$ cat src/rtl/trigger_pkg.sv
// Shared definitions for the trigger event stamping logic: state codes,
// default timestamp width and detect_pls bit assignments.
package trigger_pkg;

  localparam logic [2:0] ST_IDLE_C  = 3'b000;
  localparam logic [2:0] ST_ARMED_C = 3'b001;
  localparam logic [2:0] ST_FIRE_C  = 3'b011;
  localparam logic [2:0] ST_DONE_C  = 3'b010;
  localparam logic [2:0] ST_REARM_C = 3'b110;

  typedef enum logic [2:0] {
    ST_IDLE  = ST_IDLE_C,
    ST_ARMED = ST_ARMED_C,
    ST_FIRE  = ST_FIRE_C,
    ST_DONE  = ST_DONE_C,
    ST_REARM = ST_REARM_C
  } state_t;

  localparam int TS_WIDTH_DEF = 32;

  localparam int DET_ARMED = 0;
  localparam int DET_A     = 1;
  localparam int DET_B     = 2;
  localparam int DET_C     = 3;
  localparam int DET_FIRE  = 4;

endpackage

$ cat src/rtl/trigger_event_stamp_if.sv
// Link between the trigger state machine (master) and the event stamp unit (slave).
// The link is level based: no valid/ready; detect_pls flags are sampled every rxclk edge.
interface trigger_event_stamp_if;
  logic        trig_enable;
  logic [7:0]  detect_pls;
  logic [31:0] pulse_tof;

  modport master (output detect_pls, output pulse_tof, input trig_enable);
  modport slave  (input detect_pls, input pulse_tof, output trig_enable);
endinterface

$ cat src/rtl/pulse_stretch.sv
// Drives level high for max(width,1) cycles after start; abort drops it on the next edge.
// last is high during the final cycle of an unaborted pulse.
module pulse_stretch #(
  parameter int WIDTH_BITS = 16
) (
  input  logic                  clk,
  input  logic                  rst_n,
  input  logic                  start,
  input  logic                  abort,
  input  logic [WIDTH_BITS-1:0] width,
  output logic                  level,
  output logic                  last
);

  logic [WIDTH_BITS-1:0] cnt;

  always_ff @(posedge clk or negedge rst_n) begin
    if (!rst_n) begin
      level <= 1'b0;
      cnt   <= '0;
    end else if (abort) begin
      level <= 1'b0;
    end else if (start) begin
      level <= 1'b1;
      cnt   <= (width == '0) ? WIDTH_BITS'(1) : width;
    end else if (level) begin
      if (cnt == WIDTH_BITS'(1)) level <= 1'b0;
      else                       cnt   <= cnt - 1'b1;
    end
  end

  assign last = level && (cnt == WIDTH_BITS'(1));

endmodule

$ cat src/rtl/trigger_event_stamp.sv
// Stamps trigger stages against a free-running counter and fires trig_out.
// Define TRIG_STAMP_REARM_EN to re-arm automatically after each shot.
import trigger_pkg::*;

module trigger_event_stamp #(
  parameter int TS_WIDTH     = TS_WIDTH_DEF,
  parameter int WIDTH_BITS   = 16,
  parameter int REARM_CYCLES = 16
) (
  input  logic                  rxclk,
  input  logic                  resetn,
  input  logic                  sw_enable,
  input  logic [WIDTH_BITS-1:0] out_width,
  trigger_event_stamp_if.slave  trig,
  output logic                  trig_out,
  output logic [TS_WIDTH-1:0]   event_ts_1,
  output logic [TS_WIDTH-1:0]   event_ts_2,
  output logic [TS_WIDTH-1:0]   event_ts_3,
  output logic [TS_WIDTH-1:0]   event_ts_4,
  output logic [31:0]           tof_latched,
  output logic [3:0]            stamp_valid,
  output logic [15:0]           shot_count,
  output logic [2:0]            state_o,
  output logic                  done
);

  localparam int RC_W = (REARM_CYCLES > 2) ? $clog2(REARM_CYCLES) : 1;

  state_t                state, state_nxt;
  logic [TS_WIDTH-1:0]   ts_cnt;
  logic [TS_WIDTH-1:0]   stamp_q [DET_A:DET_FIRE];
  logic [DET_FIRE:DET_A] det_prev, rise;
  logic [RC_W-1:0]       rearm_cnt;
  logic                  arm, fire, fire_done, stamp_en, ps_last;

  wire unused_det = ^{trig.detect_pls[7:DET_FIRE+1], trig.detect_pls[DET_ARMED]};

  assign rise     = trig.detect_pls[DET_FIRE:DET_A] & ~det_prev;
  assign stamp_en = (state == ST_ARMED) && sw_enable;

  always_ff @(posedge rxclk or negedge resetn) begin
    if (!resetn) state <= ST_IDLE;
    else         state <= state_nxt;
  end

  // Dropping sw_enable wins over every other transition, including mid-pulse.
  always_comb begin
    state_nxt = state;
    arm       = 1'b0;
    fire      = 1'b0;
    fire_done = 1'b0;
    if (!sw_enable) begin
      state_nxt = ST_IDLE;
    end else begin
      case (state)
        ST_IDLE: begin
          state_nxt = ST_ARMED;
          arm       = 1'b1;
        end
        ST_ARMED: if (rise[DET_FIRE]) begin
          state_nxt = ST_FIRE;
          fire      = 1'b1;
        end
        ST_FIRE: if (ps_last) begin
          state_nxt = ST_DONE;
          fire_done = 1'b1;
        end
`ifdef TRIG_STAMP_REARM_EN
        ST_DONE: state_nxt = ST_REARM;
`else
        ST_DONE: state_nxt = ST_DONE;
`endif
        ST_REARM: if (rearm_cnt == '0) begin
          state_nxt = ST_ARMED;
          arm       = 1'b1;
        end
        default: state_nxt = ST_IDLE;
      endcase
    end
  end

  // DONE plus REARM together hold trig_enable low for REARM_CYCLES cycles.
  always_ff @(posedge rxclk or negedge resetn) begin
    if (!resetn)                rearm_cnt <= '0;
    else if (state != ST_REARM) rearm_cnt <= RC_W'(REARM_CYCLES - 2);
    else if (rearm_cnt != '0)   rearm_cnt <= rearm_cnt - 1'b1;
  end

  // ts_cnt reads 0 on the first ARMED cycle, so an edge first sampled on the
  // Nth rxclk edge after the arm edge is stamped N-1.
  always_ff @(posedge rxclk or negedge resetn) begin
    if (!resetn) begin
      ts_cnt   <= '0;
      det_prev <= '0;
    end else if (arm) begin
      ts_cnt   <= '0;
      det_prev <= '0;
    end else begin
      det_prev <= trig.detect_pls[DET_FIRE:DET_A];
      if (state == ST_ARMED && ts_cnt != '1) ts_cnt <= ts_cnt + 1'b1;
    end
  end

  always_ff @(posedge rxclk or negedge resetn) begin
    if (!resetn) begin
      stamp_valid <= '0;
      for (int k = DET_A; k <= DET_FIRE; k++) stamp_q[k] <= '0;
    end else if (arm) begin
      stamp_valid <= '0;
    end else if (stamp_en) begin
      for (int k = DET_A; k <= DET_FIRE; k++) begin
        if (rise[k] && !stamp_valid[k-1]) begin
          stamp_q[k]       <= ts_cnt;
          stamp_valid[k-1] <= 1'b1;
        end
      end
    end
  end

  always_ff @(posedge rxclk or negedge resetn) begin
    if (!resetn) begin
      tof_latched <= '0;
      shot_count  <= '0;
    end else begin
      if (fire)      tof_latched <= trig.pulse_tof;
      if (fire_done) shot_count  <= shot_count + 1'b1;
    end
  end

  pulse_stretch #(.WIDTH_BITS(WIDTH_BITS)) u_pulse (
    .clk   (rxclk),
    .rst_n (resetn),
    .start (fire),
    .abort (!sw_enable),
    .width (out_width),
    .level (trig_out),
    .last  (ps_last)
  );

  assign trig.trig_enable = (state == ST_ARMED) || (state == ST_FIRE);
  assign event_ts_1       = stamp_q[DET_A];
  assign event_ts_2       = stamp_q[DET_B];
  assign event_ts_3       = stamp_q[DET_C];
  assign event_ts_4       = stamp_q[DET_FIRE];
  assign state_o          = state;
  assign done             = (state == ST_DONE);

endmodule

$ cat src/flat_wrapper.sv
// flat-port wrapper written by rule: the top's interface ports become plain ports
module trigger_event_stamp_flat 
#(
  parameter int TS_WIDTH     = TS_WIDTH_DEF,
  parameter int WIDTH_BITS   = 16,
  parameter int REARM_CYCLES = 16
)
  (rxclk, resetn, sw_enable, out_width, trig_out, event_ts_1, event_ts_2, event_ts_3, event_ts_4, tof_latched, stamp_valid, shot_count, state_o, done, trig_detect_pls, trig_pulse_tof, trig_trig_enable);
  trigger_event_stamp_if trig_i ();
  input  logic rxclk;
  input  logic resetn;
  input  logic sw_enable;
  input  logic [WIDTH_BITS-1:0] out_width;
  output logic trig_out;
  output logic [TS_WIDTH-1:0] event_ts_1;
  output logic [TS_WIDTH-1:0] event_ts_2;
  output logic [TS_WIDTH-1:0] event_ts_3;
  output logic [TS_WIDTH-1:0] event_ts_4;
  output logic [31:0] tof_latched;
  output logic [3:0] stamp_valid;
  output logic [15:0] shot_count;
  output logic [2:0] state_o;
  output logic done;
  input wire logic [$bits(trig_i.detect_pls)-1:0] trig_detect_pls;
  input wire logic [$bits(trig_i.pulse_tof)-1:0] trig_pulse_tof;
  output wire logic [$bits(trig_i.trig_enable)-1:0] trig_trig_enable;
  assign trig_i.detect_pls = trig_detect_pls;
  assign trig_i.pulse_tof = trig_pulse_tof;
  assign trig_trig_enable = trig_i.trig_enable;
  trigger_event_stamp #(.TS_WIDTH(TS_WIDTH), .WIDTH_BITS(WIDTH_BITS), .REARM_CYCLES(REARM_CYCLES)) u_core (.rxclk(rxclk), .resetn(resetn), .sw_enable(sw_enable), .out_width(out_width), .trig(trig_i), .trig_out(trig_out), .event_ts_1(event_ts_1), .event_ts_2(event_ts_2), .event_ts_3(event_ts_3), .event_ts_4(event_ts_4), .tof_latched(tof_latched), .stamp_valid(stamp_valid), .shot_count(shot_count), .state_o(state_o), .done(done));
endmodule
$ cat config.mk
export PLATFORM = sky130hd
export DESIGN_NAME = trigger_event_stamp_flat
export DESIGN_NICKNAME = d
export VERILOG_FILES = /design/src/rtl/trigger_pkg.sv /design/src/rtl/trigger_event_stamp_if.sv /design/src/rtl/pulse_stretch.sv /design/src/rtl/trigger_event_stamp.sv /design/src/flat_wrapper.sv
export SDC_FILE = /design/constraint.sdc
export NUM_CORES = 1
export LEC_CHECK = 0
export BUFFER_PORTS_ARGS = -buffer_cell sky130_fd_sc_hd__buf_4
export CAP_MARGIN = 30
export CORE_MARGIN = 4
export CORE_UTILIZATION = 30
export DETAILED_ROUTE_END_ITERATION = 8
export GPL_ROUTABILITY_DRIVEN = 1
export PLACE_DENSITY = 0.5
export SLEW_MARGIN = 0
export SYNTH_ARGS = -nofsm -noshare
export SYNTH_HDL_FRONTEND = slang
export SYNTH_SLANG_ARGS = --single-unit
$ cat constraint.sdc
create_clock -name rxclk -period 3 [get_ports rxclk]
set_clock_uncertainty 0.15 [all_clocks]
set_input_delay 0.45 -clock rxclk [delete_from_list [all_inputs] [get_ports rxclk]]
set_output_delay 0.45 -clock rxclk [all_outputs]
set_load 0.02 [all_outputs]
=== After elaboration in Yosys (flattened, before gate mapping) ===
Cells that the tools add are included.

* Reductions and logical operators: 34
* $add $sub $neg: 4
* Equal/unequal tests: 11
* Bitwise gates (word level): 3
* Muxes and demuxes: 33

{| class="wikitable"
|+ Operators with widths
! cell !! count
|-
| two-way mux 16 bit || 4
|-
| two-way mux 32 bit || 2
|-
| adder 32 x 1 -> 32 bit, second input constant || 1
|-
| inequality test 32 bit, second input constant || 1
|-
| two-way mux 4 bit || 5
|-
| AND reduction 3 bit || 6
|-
| adder 16 x 1 -> 16 bit, second input constant || 1
|-
| == test 16 x 1 -> 1 bit, second input constant || 1
|-
| logical NOT 16 bit || 1
|-
| two-way mux 1 bit || 16
|-
| nonzero test 2 bit || 8
|-
| subtractor 16 x 1 -> 16 bit, second input constant || 1
|-
| one-hot mux 3 bit (5 select lines) || 1
|-
| two-way mux 3 bit || 4
|-
| inequality test 3 x 2 -> 1 bit, second input constant || 3
|-
| AND reduction 2 bit || 4
|-
| logical AND 1 bit || 7
|-
| == test 3 x 2 -> 1 bit, second input constant || 2
|-
| bitwise AND 4 bit || 1
|-
| logical NOT 1 bit || 4
|-
| logical NOT 4 bit || 1
|-
| inverter 4 bit || 1
|-
| nonzero test 4 bit || 1
|-
| subtractor 4 x 1 -> 4 bit, second input constant || 1
|-
| other kinds (8) || 8
|}

* Flip-flop bits (word level): 240
* Word-level logic and storage cells: 101

=== Logic depth before layout (Yosys ltp) ===
* Word-level depth: 7
* Gate-level depth with buffers: 9

=== By module ===
Synthesis repeated with hierarchy kept, for this count alone.

* Cells, all modules: 857
* Area total of the unflattened synthesis: 10179.8 um^2

{| class="wikitable"
|+ By module, submodules not included
! module !! cells an instance !! area each (um^2) !! instances !! seq. area each (um^2)
|-
| trigger_event_stamp || 715 || 8982.4 || 1 || 5455.2
|-
| pulse_stretch || 142 || 1197.4 || 1 || 425.4
|}

=== Least setup slack after synthesis ===
Ideal clock, no wire load.

* Path kind: register to register
* Start point: reg u_core.u_pulse.cnt[1]
* End point: reg u_core.shot_count[1]
* Path slack: 0.422 ns
* Cell stages (with the launch flop): 8
* Data arrival time: 2.303 ns
* Buffers on the path: 1
* Library setup time: 0.125 ns
* Cell sequence: dfrtp_1 inv_1 ha_1 or4b_1 or4_4 buf_6 nor3_1 mux2_2

* Longest elaborated chain between the ends: 5

{| class="wikitable"
|+ Ends and longest elaborated chain
! element !! RTL line !! source
|-
| start, declared || pulse_stretch.sv:15 || <nowiki>logic [WIDTH_BITS-1:0] cnt;</nowiki>
|-
| start signal, assigned || pulse_stretch.sv:25 || <nowiki>cnt <= (width == '0) ? WIDTH_BITS'(1) : width;</nowiki>
|-
| start signal, assigned || pulse_stretch.sv:28 || <nowiki>else cnt <= cnt - 1'b1;</nowiki>
|-
| == test 16 x 1 -> 1 bit || pulse_stretch.sv:32 || <nowiki>assign last = level && (cnt == WIDTH_BITS'(1));</nowiki>
|-
| logical AND 1 bit || pulse_stretch.sv:32 ||
|-
| two-way mux 1 bit || trigger_event_stamp.sv:64 || <nowiki>ST_FIRE: if (ps_last) begin</nowiki>
|-
| two-way mux 1 bit || trigger_event_stamp.sv:55 || <nowiki>case (state)</nowiki>
|-
| two-way mux 1 bit || trigger_event_stamp.sv:52 || <nowiki>if (!sw_enable) begin</nowiki>
|-
| end signal, assigned || trigger_event_stamp.sv:126 || <nowiki>if (fire_done) shot_count <= shot_count + 1'b1;</nowiki>
|-
| end, declared || trigger_event_stamp.sv:22 || <nowiki>output logic [15:0] shot_count,</nowiki>
|}

Every way passes these cells.
A chain may end at the register's enable or synchronous reset.

=== Worst setup path after layout ===
* Start point: reg u_core.u_pulse.cnt[1]
* End point: reg u_core.shot_count[13]

Same word-level chain as after synthesis.

==> reports/metrics.yaml <==
setup_path:
  critPathCaptureType: "register"
  arrival_ps: 3020
  timing.rr.end: "u_core.shot_count[13]"
  r2r_start: "u_core.u_pulse.cnt[1]"
  path_class: "reg -> reg"
  r2r_setup_slack_ps: 240
  crit_fanout: 11
  crit_path_start_kind: "register"
  cp-endpoint: "u_core.shot_count[13]"
  timing.reg2reg.worst_path_depth: 7
  critPathLaunch: "u_core.u_pulse.cnt[1]"
  cp.required_ps: 3260
detailed_routing:
  drt-wirelength-per-cell_microns: 17.1
  wl_mm: 27.3
  drtIter0Drc: 292
  ant_nets: 0
  vias: 7314
  drc: 0
  routed_via_density: 4.59
  dr.pass1.iters: 4
placed_design:
  gp_congestion: 0.756
  io_buffers: 239
  dp_hpwl_mm: 18.7
timing:
  final_max_slew_viol_count: 0
  worst_slew_pin_slew_ps: 869
  finalCritPeriodShare: 0.922
  fmax_mhz: 362
  whs_ps: 38.4
  finalSetupViolCount: 0
  rsz0062_at_grt: "no"
  min_period_ps: 2760
  slew_headroom: 0.420
  fin_tns_setup_ps: 0
  hold_violations: 0
grt:
  grt_max_degree: 57
  grt_pass1_vias: 7683
  antenna_found_initial: 0
  grt.overflow.total: 0
  grt_use_total: 0.150
  grt_pass1_wl_mm: 43.7
min_path:
  worstHoldPathType: "in -> reg"
clocking:
  clk_pin_slew_ps: 50
  clkLatencyLatePin_ps: 530
  cts_root_buf: "clkbuf_16"
  cts.sinks: 235
  cts_made_buffers: 28
  htree_num_levels: 1
  post-cts-setup-buffers: 0
  tritoncts: "done"
  cts_buffer_depth: 3
layout:
  area_delta_synth_final_pct: 37.6
  nNetsFinal: 1196
  diodes: 0
  fill_cells: 3133
  drive_above_1_share: 0.390
  final_util: 0.419
  layout_common_cells: "buf_4 (258), dfrtp_1 (235), nand2_1 (146)"
  final_common_cell: "buf_4"
yosys:
  synth.avg_cell_area_sq_um: 11.7
  ys_ff_latch: 235
  ys_seq_area_frac: 0.592
  ys_warn_count: 0
  syn_area_sq_um: 9930
  synth_cells: 846
  async_reset_ff_frac: 1.00
  synth_edf_count: 0
  yosysUniqueCellTypes: 56
  synth_flop_cell: "dfrtp_1"
  synth_nets: 909
run_status:
  status: "complete, no violations"
die:
  die_w_microns: 190
  ios: 245
  die_h_microns: 190
  rows: 66
  start_util: 0.304
  die_area_sq_um: 36100
  core_area_sq_um: 32600
run:
  maxCapViolCount: 0
power:
  power_leakage_uw: 0.00676
  power.density_nw_per_um2: 626
  peakVddDrop_v: 0.000411
==> routing by layer <==
metal  vias up  wire, microns  share of wire  GRT usage
li1       3523              -              -          -
met1      3581          12000           0.44      0.198
met2       179          13000           0.48      0.252
met3        31           1810          0.067     0.0371
met4         0            401          0.015     0.0295
met5         -              0              0          0
==> per-stage QoR <==
stage / instance area [sq um] / worst slack [ps] / power (uW) / instances
after floorplan: 9930 / 422 / 4610 / 846
after global placement: 12300 / 268 / 5400 / 1498
after detailed placement: 12300 / 253 / 5410 / 1498
after CTS: 13700 / 240 / 8720 / 1594
after global routing: 13700 / 91.0 / 9010 / 1594
final: 13700 / 235 / 8550 / 1594
==> critical path, cell delays in order (launching register included) <==
cell and delay (ps):
dfrtp_1 400, inv_1 80, ha_1 180, or4b_1 430, or4_4 530, nor4_4 540
nand4_1 180, xnor2_1 150
==> synth_stat cells (3+ instances only) <==
cell type  count  area [sq um]
a211oi_1       5          37.5
a21oi_1       16          80.1
a31oi_1        4          25.0
and2_1         8          50.1
and3_1         5          31.3
and4_1         7          61.3
buf_2         11          55.1
clkbuf_1      36           135
dfrtp_1      235          5880
ha_1           4          50.1
inv_1          6          22.5
mux2_2       123          1390
mux2i_1        3          30.0
nand2_1      146           548
nand3_1       27           135
nand4_1       11          68.8
nor2_1        36           135
nor2b_1        5          31.3
nor3_1         9          45.0
nor4_1        11          68.8
o211ai_1       4          30.0
o21a_1         3          22.5
o21ai_0       28           140
o31ai_1        4          30.0
o41ai_1        3          26.3
or2_2          3          18.8
or3_1         14          87.6
or4_1          6          45.0
or4b_1         3          30.0
xnor2_1       25           219
xor2_1        10          87.6
==> how the worst min path moves through the flow <==
stage,start,to,slack (ps),depth (start not counted)
2_1_floorplan,resetn,u_core.det_prev[1],4,0
3_3_place_gp,resetn,u_core.event_ts_3[13],240,1
3_5_place_dp,resetn,u_core.event_ts_3[13],240,1
4_1_cts,out_width[1],u_core.u_pulse.cnt[1],10,3
5_1_grt,out_width[1],u_core.u_pulse.cnt[1],30,3
6_report,out_width[1],u_core.u_pulse.cnt[1],40,3
==> logic make-up after synthesis <==
family | share of synthesized area
and+or+nand+nor | 0.156
DFF | 0.592
muxes | 0.143
AOI/OAI and AO/OA | 0.0473
buffers and inverters | 0.0258
xor gates and xnor gates | 0.0309
adders and majority gates | 0.00504
other | 0.000378
==> layout make-up <==
class	instances	area, sq um	share of cell area
clock buffer	42	825	0.0603
clock inverter	7	37.5	0.00275
tap	442	553	0.0405
timing repair buffer	311	2520	0.185
multi-input combinational	551	3820	0.280
inverter	6	22.5	0.00165
sequential	235	5880	0.430
==> where the power goes <==
group / internal, uW / total (uW) / switching [uW]
registers: 3520 / 3760 / 243
logic: 717 / 1610 / 896
clock network: 1880 / 3180 / 1300
==> state kept, by name (all words and copies together) (netlist names) <==
register and count:
u_core.det_prev 4, u_core.event_ts_1 32, u_core.ts_cnt 32, u_core.shot_count 16
u_core.u_pulse.level 1, u_core.u_pulse.cnt 16, u_core.event_ts_4 32, u_core.tof_latched 32
u_core.event_ts_3 32, u_core.stamp_valid 4, u_core.event_ts_2 32, u_core.state_o 2
==> repair_timing <==
item,CTS,global route
hold endpoints to repair,90,0
hold buffers,47,0
gates resized for setup,0,0
Power figures use the tool's default switching activity.
